==> src/rtl/alarm_ring_controller_pkg.sv <==
// Shared definitions for the alarm ring controller: state encodings (also used
// by the LED/display stage) and a small constant helper for sizing counters.
package alarm_ring_controller_pkg;

    typedef enum logic [1:0] {
        ST_IDLE    = 2'd0,
        ST_RINGING = 2'd1,
        ST_SNOOZE  = 2'd2,
        ST_LOCKOUT = 2'd3
    } state_t;

    // Larger of two parameters, used to size the shared seconds timer.
    function automatic int max2(input int a, input int b);
        return (a > b) ? a : b;
    endfunction

endpackage

==> src/rtl/alarm_sec_timer.sv <==
// Loadable down-counter stepped by a 1 Hz tick. expire flags the tick that
// consumes the last remaining second; load takes priority over the tick.
module alarm_sec_timer #(
    parameter int W = 8
) (
    input  logic         clk,
    input  logic         rst_n,
    input  logic         load,
    input  logic [W-1:0] load_val,
    input  logic         tick,
    output logic         expire
);

    logic [W-1:0] cnt_q;
    logic [W-1:0] cnt_d;

    always_comb begin
        cnt_d = cnt_q;
        if (load) begin
            cnt_d = load_val;
        end else if (tick && (cnt_q != '0)) begin
            // Held at zero rather than wrapping if ticked while empty.
            cnt_d = cnt_q - W'(1);
        end
    end

    always_ff @(posedge clk or negedge rst_n) begin
        if (!rst_n) begin
            cnt_q <= '0;
        end else begin
            cnt_q <= cnt_d;
        end
    end

    assign expire = tick && (cnt_q == W'(1));

endmodule

==> src/rtl/alarm_ring_controller.sv <==
// Alarm sequencer: rings on a rising alarm-active flag, supports a bounded number
// of snoozes, auto-stops after a ring timeout, and locks out until the minute ends.
module alarm_ring_controller
    import alarm_ring_controller_pkg::*;
#(
    parameter int  RING_MAX_S = 60,
    parameter int  SNOOZE_S   = 300,
    parameter int  SNOOZE_MAX = 3,
    localparam int CW         = $clog2(SNOOZE_MAX + 1),
    localparam int TW         = $clog2(max2(RING_MAX_S, SNOOZE_S) + 1)
) (
    input  logic          clk,
    input  logic          rst_n,
    input  logic          tick_1hz,
    input  logic          aa,
    input  logic          enable,
    input  logic          snooze_btn,
    input  logic          stop_btn,
    output logic          buzzer,
    output logic          ringing,
    output logic          snoozing,
    output logic [CW-1:0] snooze_cnt,
    output logic [1:0]    state_dbg
);

    localparam logic [TW-1:0] RING_LOAD   = TW'(RING_MAX_S);
    localparam logic [TW-1:0] SNOOZE_LOAD = TW'(SNOOZE_S);
    localparam logic [CW-1:0] SNOOZE_LIM  = CW'(SNOOZE_MAX);

    state_t        state_q;
    state_t        state_d;
    logic          aa_q;
    logic          phase_q;
    logic          phase_d;
    logic [CW-1:0] snz_q;
    logic [CW-1:0] snz_d;

    logic          rise;
    logic          tick_run;
    logic          tmr_load;
    logic [TW-1:0] tmr_val;
    logic          tmr_expire;

    assign rise     = aa && !aa_q;
    // The timer only runs while a ring or snooze period is in progress.
    assign tick_run = tick_1hz && ((state_q == ST_RINGING) || (state_q == ST_SNOOZE));

    alarm_sec_timer #(
        .W (TW)
    ) u_sec_timer (
        .clk      (clk),
        .rst_n    (rst_n),
        .load     (tmr_load),
        .load_val (tmr_val),
        .tick     (tick_run),
        .expire   (tmr_expire)
    );

    always_comb begin
        state_d  = state_q;
        phase_d  = phase_q;
        snz_d    = snz_q;
        tmr_load = 1'b0;
        tmr_val  = RING_LOAD;

        if (!enable) begin
            state_d = ST_IDLE;
            phase_d = 1'b0;
            snz_d   = '0;
        end else begin
            case (state_q)
                ST_IDLE: begin
                    if (rise) begin
                        state_d  = ST_RINGING;
                        phase_d  = 1'b1;
                        tmr_load = 1'b1;
                        tmr_val  = RING_LOAD;
                    end
                end
                ST_RINGING: begin
                    if (stop_btn) begin
                        state_d = ST_LOCKOUT;
                        phase_d = 1'b0;
                    end else if (snooze_btn && (snz_q < SNOOZE_LIM)) begin
                        // A coincident tick is absorbed by the reload.
                        state_d  = ST_SNOOZE;
                        phase_d  = 1'b0;
                        snz_d    = snz_q + CW'(1);
                        tmr_load = 1'b1;
                        tmr_val  = SNOOZE_LOAD;
                    end else if (tmr_expire) begin
                        state_d = ST_LOCKOUT;
                        phase_d = 1'b0;
                    end else if (tick_run) begin
                        phase_d = !phase_q;
                    end
                end
                ST_SNOOZE: begin
                    if (stop_btn) begin
                        state_d = ST_LOCKOUT;
                    end else if (tmr_expire) begin
                        state_d  = ST_RINGING;
                        phase_d  = 1'b1;
                        tmr_load = 1'b1;
                        tmr_val  = RING_LOAD;
                    end
                end
                ST_LOCKOUT: begin
                    // Holds until the matching minute ends so a stop is not undone.
                    if (!aa) begin
                        state_d = ST_IDLE;
                        snz_d   = '0;
                    end
                end
                default: begin
                    state_d = ST_IDLE;
                    phase_d = 1'b0;
                    snz_d   = '0;
                end
            endcase
        end
    end

    always_ff @(posedge clk or negedge rst_n) begin
        if (!rst_n) begin
            state_q <= ST_IDLE;
            aa_q    <= 1'b0;
            phase_q <= 1'b0;
            snz_q   <= '0;
        end else begin
            state_q <= state_d;
            aa_q    <= aa;
            phase_q <= phase_d;
            snz_q   <= snz_d;
        end
    end

    assign ringing    = (state_q == ST_RINGING);
    assign snoozing   = (state_q == ST_SNOOZE);
    assign buzzer     = ringing && phase_q;
    assign snooze_cnt = snz_q;
    assign state_dbg  = state_q;

endmodule

==> config.mk <==
export PLATFORM = sky130hd
export DESIGN_NAME = alarm_ring_controller
export DESIGN_NICKNAME = d
export VERILOG_FILES = /design/src/rtl/alarm_ring_controller_pkg.sv /design/src/rtl/alarm_sec_timer.sv /design/src/rtl/alarm_ring_controller.sv
export SDC_FILE = /design/constraint.sdc
export NUM_CORES = 1
export LEC_CHECK = 0
export CAP_MARGIN = 20
export CORE_MARGIN = 2
export CORE_UTILIZATION = 38
export CTS_BUF_LIST = sky130_fd_sc_hd__clkbuf_16
export DETAILED_ROUTE_END_ITERATION = 8
export GPL_TIMING_DRIVEN = 0
export PLACE_DENSITY = 0.64
export SYNTH_ARGS = -nofsm -noshare
export SYNTH_HDL_FRONTEND = slang
export SYNTH_HIERARCHICAL = 1
export SYNTH_SLANG_ARGS = --single-unit
==> constraint.sdc <==
create_clock -name clk -period 2.4 [get_ports clk]
set_input_delay 0.36 -clock clk [delete_from_list [all_inputs] [get_ports clk]]
set_output_delay 0.36 -clock clk [all_outputs]
set_load 0.02 [all_outputs]
### Word-level counts from Yosys, hierarchy flattened

Cells that the tools add are included.

| word-level totals | value |
|---|---|
| input bits | 7 |
| flip-flop bits (word level) | 15 |
| word-level logic and storage cells | 73 |

| cells by class | value |
|---|---|
| equality and inequality tests | 15 |
| mux-type cells | 35 |
| add/subtract/negate cells | 2 |
| $lt $le $gt $ge | 1 |
| reduce and logical (&&, ||, !) cells | 15 |

Operators with widths:

| kind | number |
|---|---|
| $mux W9 | 6 |
| $mux W2 | 11 |
| $mux W1 | 14 |
| $ne A3 B3 Y1 const B | 4 |
| $eq A9 B1 Y1 const B | 1 |
| $reduce_bool A9 Y1 | 1 |
| $sub A9 B1 Y9 const B | 1 |
| $pmux W2 S4 | 1 |
| $reduce_and A4 Y1 | 2 |
| $logic_and A1 B1 Y1 | 6 |
| $ne A3 B2 Y1 const B | 2 |
| $ne A6 B3 Y1 const B | 1 |
| $pmux W1 S3 | 2 |
| $ne A5 B3 Y1 const B | 1 |
| $reduce_and A5 Y1 | 1 |
| $eq A2 B2 Y1 const B | 2 |
| $ne A4 B1 Y1 const B | 1 |
| $ne A4 B3 Y1 const B | 1 |
| $pmux W2 S2 | 1 |
| $ne A3 B1 Y1 const B | 1 |
| $add A2 B1 Y2 const B | 1 |
| $eq A2 B1 Y1 const B | 1 |
| $logic_not A1 Y1 | 2 |
| $logic_not A2 Y1 | 1 |
| other kinds (3) | 3 |

### Depth between registers and ports, before layout

| depth | value |
|---|---|
| depth after elaboration | 9 |
| mapped depth | 11 |

### Hierarchy

The synthesis kept the hierarchy.

By module, submodules not included:

| module | sequential area each (µm²) | area each (µm²) | cells each | times used |
|---|---|---|---|---|
| alarm_sec_timer | 225.2 | 618.1 | 63 | 1 |
| alarm_ring_controller | 150.1 | 548.0 | 62 | 1 |

### Least setup slack after synthesis

No wires, ideal clock.

| path | value |
|---|---|
| path kind | reg2reg |
| start point | register state_q[0], in the netlist state_dbg[0] |
| end point | register u_sec_timer.cnt_q[0] |
| arrival time | 2,608 ps |
| slack | -344 ps |
| clock period less this slack | 2,744 ps |
| path buffers | 1 |
| stages on the path, launching flop included | 11 |
| required time | 2,264 ps |
| library setup time | 136 ps |
| path through | dfrtp_1 > inv_1 > ha_1 > and2_1 > nand2_1 > nor3_1 > and2b_1 > a221oi_1 > nor3_1 > clkbuf_1 > o21ai_0 |

| between the ends | value |
|---|---|
| longest elaborated chain between the ends | 9 |

RTL lines:

| element | RTL line | RTL |
|---|---|---|
| start: declaration | alarm_ring_controller.sv:30 | `state_t state_q;` |
| start signal: assignment | alarm_ring_controller.sv:131 | `state_q <= state_d;` |
| $eq A2 B1 Y1 / $eq A2 B2 Y1 (equally long branches) | alarm_ring_controller.sv:46 | `assign tick_run = tick_1hz && ((state_q == ST_RINGING) \|\| (state_q == ST_SNOOZE));` |
| $logic_or A1 B1 Y1 (*) | alarm_ring_controller.sv:46 |  |
| $logic_and A1 B1 Y1 (*) | alarm_ring_controller.sv:46 |  |
| via tick_run | alarm_ring_controller.sv:39 | `logic tick_run;` |
| $logic_and A1 B1 Y1 (*) | alarm_sec_timer.sv:35 | `assign expire = tick && (cnt_q == W'(1));` |
| via tmr_expire | alarm_ring_controller.sv:42 | `logic tmr_expire;` |
| $mux W1 (*) | alarm_ring_controller.sv:101 | `end else if (tmr_expire) begin` |
| $mux W1 (*) | alarm_ring_controller.sv:99 | `if (stop_btn) begin` |
| $pmux W1 S3 (*) | alarm_ring_controller.sv:71 | `case (state_q)` |
| $mux W1 (*) | alarm_ring_controller.sv:66 | `if (!enable) begin` |
| via tmr_load | alarm_ring_controller.sv:40 | `logic tmr_load;` |
| $mux W9 / $reduce_bool A2 Y1 (equally long branches) | - |  |
| end signal: assignment | alarm_sec_timer.sv:31 | `cnt_q <= cnt_d;` |
| end: declaration | alarm_sec_timer.sv:14 | `logic [W-1:0] cnt_q;` |

Mark *: on every way through the listed nets, which the timed path passes. The rest lies on a longest branch.
A chain may end at the register's enable or synchronous reset.

### Final worst setup path

| path | value |
|---|---|
| start point | register state_q[0], in the netlist state_dbg[0] |
| end point | register u_sec_timer.cnt_q[5] |

The elaborated chain is that of the path after synthesis.

==> metrics.txt <==
outcome=completed; top-area cell type share of the netlist area=0.322; synthesized cell area=1170 um2; count leader, synth=dfrtp_1; worst vdd ir=0.000576 V; combinational power share=0.529; ys flop type=dfrtp_1; Flop pwr share=0.286; fillers=279; Final nets=168; Finish-stage setup viols=0; Power Density=1180 nW/um2; worst-path maximum fanout=7; internal power=1.03 mW; pin count of the biggest net entering global routing=16; Cell Area, Placed=1360 um2; Num CTS Buffers=3; worst skew pair latency=0.25 ns; Die X-Extent=59.4 um; max_cap viols=0; Sw Ratio=0.415; grt total ovfl=0; Period minus WS final=2.29 ns; DR vias=1018; CTS tree=built; Max H-tree Level=1; final antenna-violating net count=0; EDFF count, synth=0; WP buf/inv=2; design area=1500 um2; FF+latch count, synth=15; CP Data Arrival Time=2.42 ns; Synth Instances=125; sequential area share after synthesis=0.322; CP Class=reg -> reg; total wire length=2.65 mm; Hold Crit Start=enable; Commonest cells post-synth=dfrtp_1, nand2_1, ha_1, inv_1, o21ai_0; CP top delay family=simple AND/OR/NAND/NOR gates; largest cells by area after synthesis=dfrtp_1, ha_1, nand2_1; Initial Util=0.392; Crit path largest cell delay=0.42 ns; vias in the first global route=995; CP startpoint kind=flip-flop; DRC=0; Peak Freq=437 MHz; initial antenna violation count=0; Worst EP required=2.54 ns; syn avg cell area=9.33 um2; Max Buffers Root-to-Sink=2; final slew viol count=0; clock network power share=0.185; Worst setup EP type=flip-flop; Rows=20; clock slew at reported path FFs=0.05 ns; slew of the pin with the lowest slew margin=0.707 ns; cell count of the worst hold path=2; LEAKAGE=0.617 nW; first-pass GRT wire length=4.44 mm; Setup crit start=state_dbg[0]$_DFFE_PN0P_; worst reg2reg path startpoint=state_dbg[0]$_DFFE_PN0P_; max-slew headroom at the worst pin=0.527; iteration count of the initial detailed-routing pass=4; Syn. warnings=6; Worst path slowest cell=dfrtp_2; cts hold-fix bufs=0; Tot Pwr=1.77 mW; placed cells=175; average routed wire per standard cell=14.3 um; final hold viol count=0; GP Congestion=0.851; CP cell instances=inv_1 -> ha_1 -> and2_2 -> nand2_1 -> nor3_4 -> and2b_1 -> a221oi_2 -> nor3_2 -> buf_4 -> mux2_2; fraction of registers with async set/reset=1.00; Sinks on Clock Net=15; Tcrit/Tclk final=0.954; clock root buffer=clkbuf_16; P&R area growth vs syn=28.6%; Final Non-Filler Cells=185; I/O pins=14; Switch Pwr=0.735 mW; ant diodes=0; sink of the worst hold path=phase_q$_DFFE_PN0P_; Die ar.=3530 um2; Final HPWL DP=1.95 mm; RSZ-0062 raised after global routing=false; core outline area=2980 um2; Worst Hold Class=in -> reg; Reg2Reg Depth=10; skew final=0.00345 ns; Synth cell types=49; Vert. Die Dim=59.4 um; vias per cell=5.50; dominant cell type by area after synthesis=dfrtp_1; share of cells above drive strength 1=0.204; Worst R2R End=u_sec_timer/cnt_q[5]$_DFFE_PN0P_; Buffers on Ports=12; r2r setup slk=0.11 ns; area of the multi-input gates=792 um2; All-Layer GR Usage=0.167; sequential cell area=378 um2; drt initial violations=29
==> layer usage <==
| metal | wire [um] | global-route usage | part of all wire | vias to the layer above |
|---|---|---|---|---|
| met1 | 1220 | 0.199 | 0.46 | 488 |
| met2 | 1290 | 0.281 | 0.49 | 20 |
| met5 | 0 | 0 | 0 | - |
| met3 | 78 | 0.0306 | 0.029 | 7 |
| met4 | 68 | 0.0909 | 0.026 | 0 |
| li1 | - | - | - | 503 |
==> registers in the layout (all words and copies together) (netlist names) <==
register and flops:
aa_q 1, phase_q 1, snooze_cnt 2, state_dbg 2
u_sec_timer/cnt_q 9
==> how the worst max path moves through the flow <==
stage                                                   to  slack (ns)  depth (start not counted)
final                     u_sec_timer/cnt_q[5]$_DFFE_PN0P_        0.11                         10
after global routing      u_sec_timer/cnt_q[5]$_DFFE_PN0P_       0.001                         10
after global placement    u_sec_timer/cnt_q[0]$_DFFE_PN0P_       -0.41                          9
after CTS                 u_sec_timer/cnt_q[5]$_DFFE_PN0P_       0.007                         10
after detailed placement  u_sec_timer/cnt_q[2]$_DFFE_PN0P_       -0.49                          9
after floorplan           u_sec_timer/cnt_q[1]$_DFFE_PN0P_        0.04                          9
==> per-stage QoR <==
stage	setup TNS (ns)	utilization	hold WS, ns	setup WS, ns
after global routing	0	0.504	0.475	0.00103
after global placement	-2.77	0.457	0.526	-0.409
final	0	0.504	0.454	0.110
after detailed placement	-3.28	0.457	0.522	-0.490
after floorplan	0	-	0.0644	0.0359
after CTS	0	0.491	0.457	0.00710
==> power groups by stage <==
| stage | clock network, mW | logic, mW | registers, mW |
|---|---|---|---|
| 2_1_floorplan | 0 | 0.621 | 0.508 |
| 3_3_place_gp | 0 | 0.830 | 0.514 |
| 3_5_place_dp | 0 | 0.861 | 0.519 |
| 4_1_cts | 0.333 | 0.877 | 0.518 |
| 5_1_grt | 0.341 | 1.02 | 0.524 |
| 6_report | 0.328 | 0.936 | 0.506 |
==> cell usage in the layout (no fill, tap or decap), types with 2 or more instances in the layout <==
cell / instances
nand2_1: 14
dfrtp_1: 13
clkdlybuf4s50_1: 12
inv_1: 9
buf_4: 8
ha_1: 8
conb_1: 7
o21ai_0: 6
nor2_1: 5
nor2b_1: 4
xnor2_1: 4
o21ai_1: 3
a21oi_1: 3
nor3_1: 3
clkbuf_16: 3
a211oi_1: 3
mux2i_1: 3
and2_1: 2
nor3b_1: 2
a2bb2oi_1: 2
nand4_1: 2
nor4b_2: 2
dfrtp_2: 2
mux2_2: 2
==> cells by family (layout without fill, tap and decap cells) <==
logic type	Yosys count	count (layout)	share of synthesized area
adder cells (fa/ha/maj)	8	8	0.0858
AO/OA/AOI/OAI	30	30	0.189
buffers and inverters	10	32	0.0354
other	2	7	0.00644
flip-flops	15	15	0.322
AND/OR/NAND/NOR	50	50	0.279
XOR/XNOR	5	5	0.0376
multiplexers	5	5	0.0451
==> repair_timing <==
item	4_1_cts	5_1_grt
resized for setup	2	3
cloned	0	0
setup endpoints to repair	9	11
buffers inserted	2	4
pin swaps	2	1
==> cell type report <==
class | instances | share of cell area
Sequential cell | 15 | 0.252
Timing Repair Buffer | 18 | 0.110
Clock inverter | 1 | 0.00250
Inverter | 8 | 0.0200
Clock buffer | 3 | 0.0500
Multi-Input combinational cell | 105 | 0.528
Tap cell | 33 | 0.0275
Buffer | 2 | 0.0100
==> worst register-to-register path: stages (launching register included) <==
cell and delay (ns):
dfrtp_2 0.42, inv_1 0.10, ha_1 0.24, and2_2 0.22, nand2_1 0.13, nor3_4 0.06
and2b_1 0.19, a221oi_2 0.29, nor3_2 0.09, buf_4 0.16, mux2_2 0.26
Power figures use the tool's default switching activity.
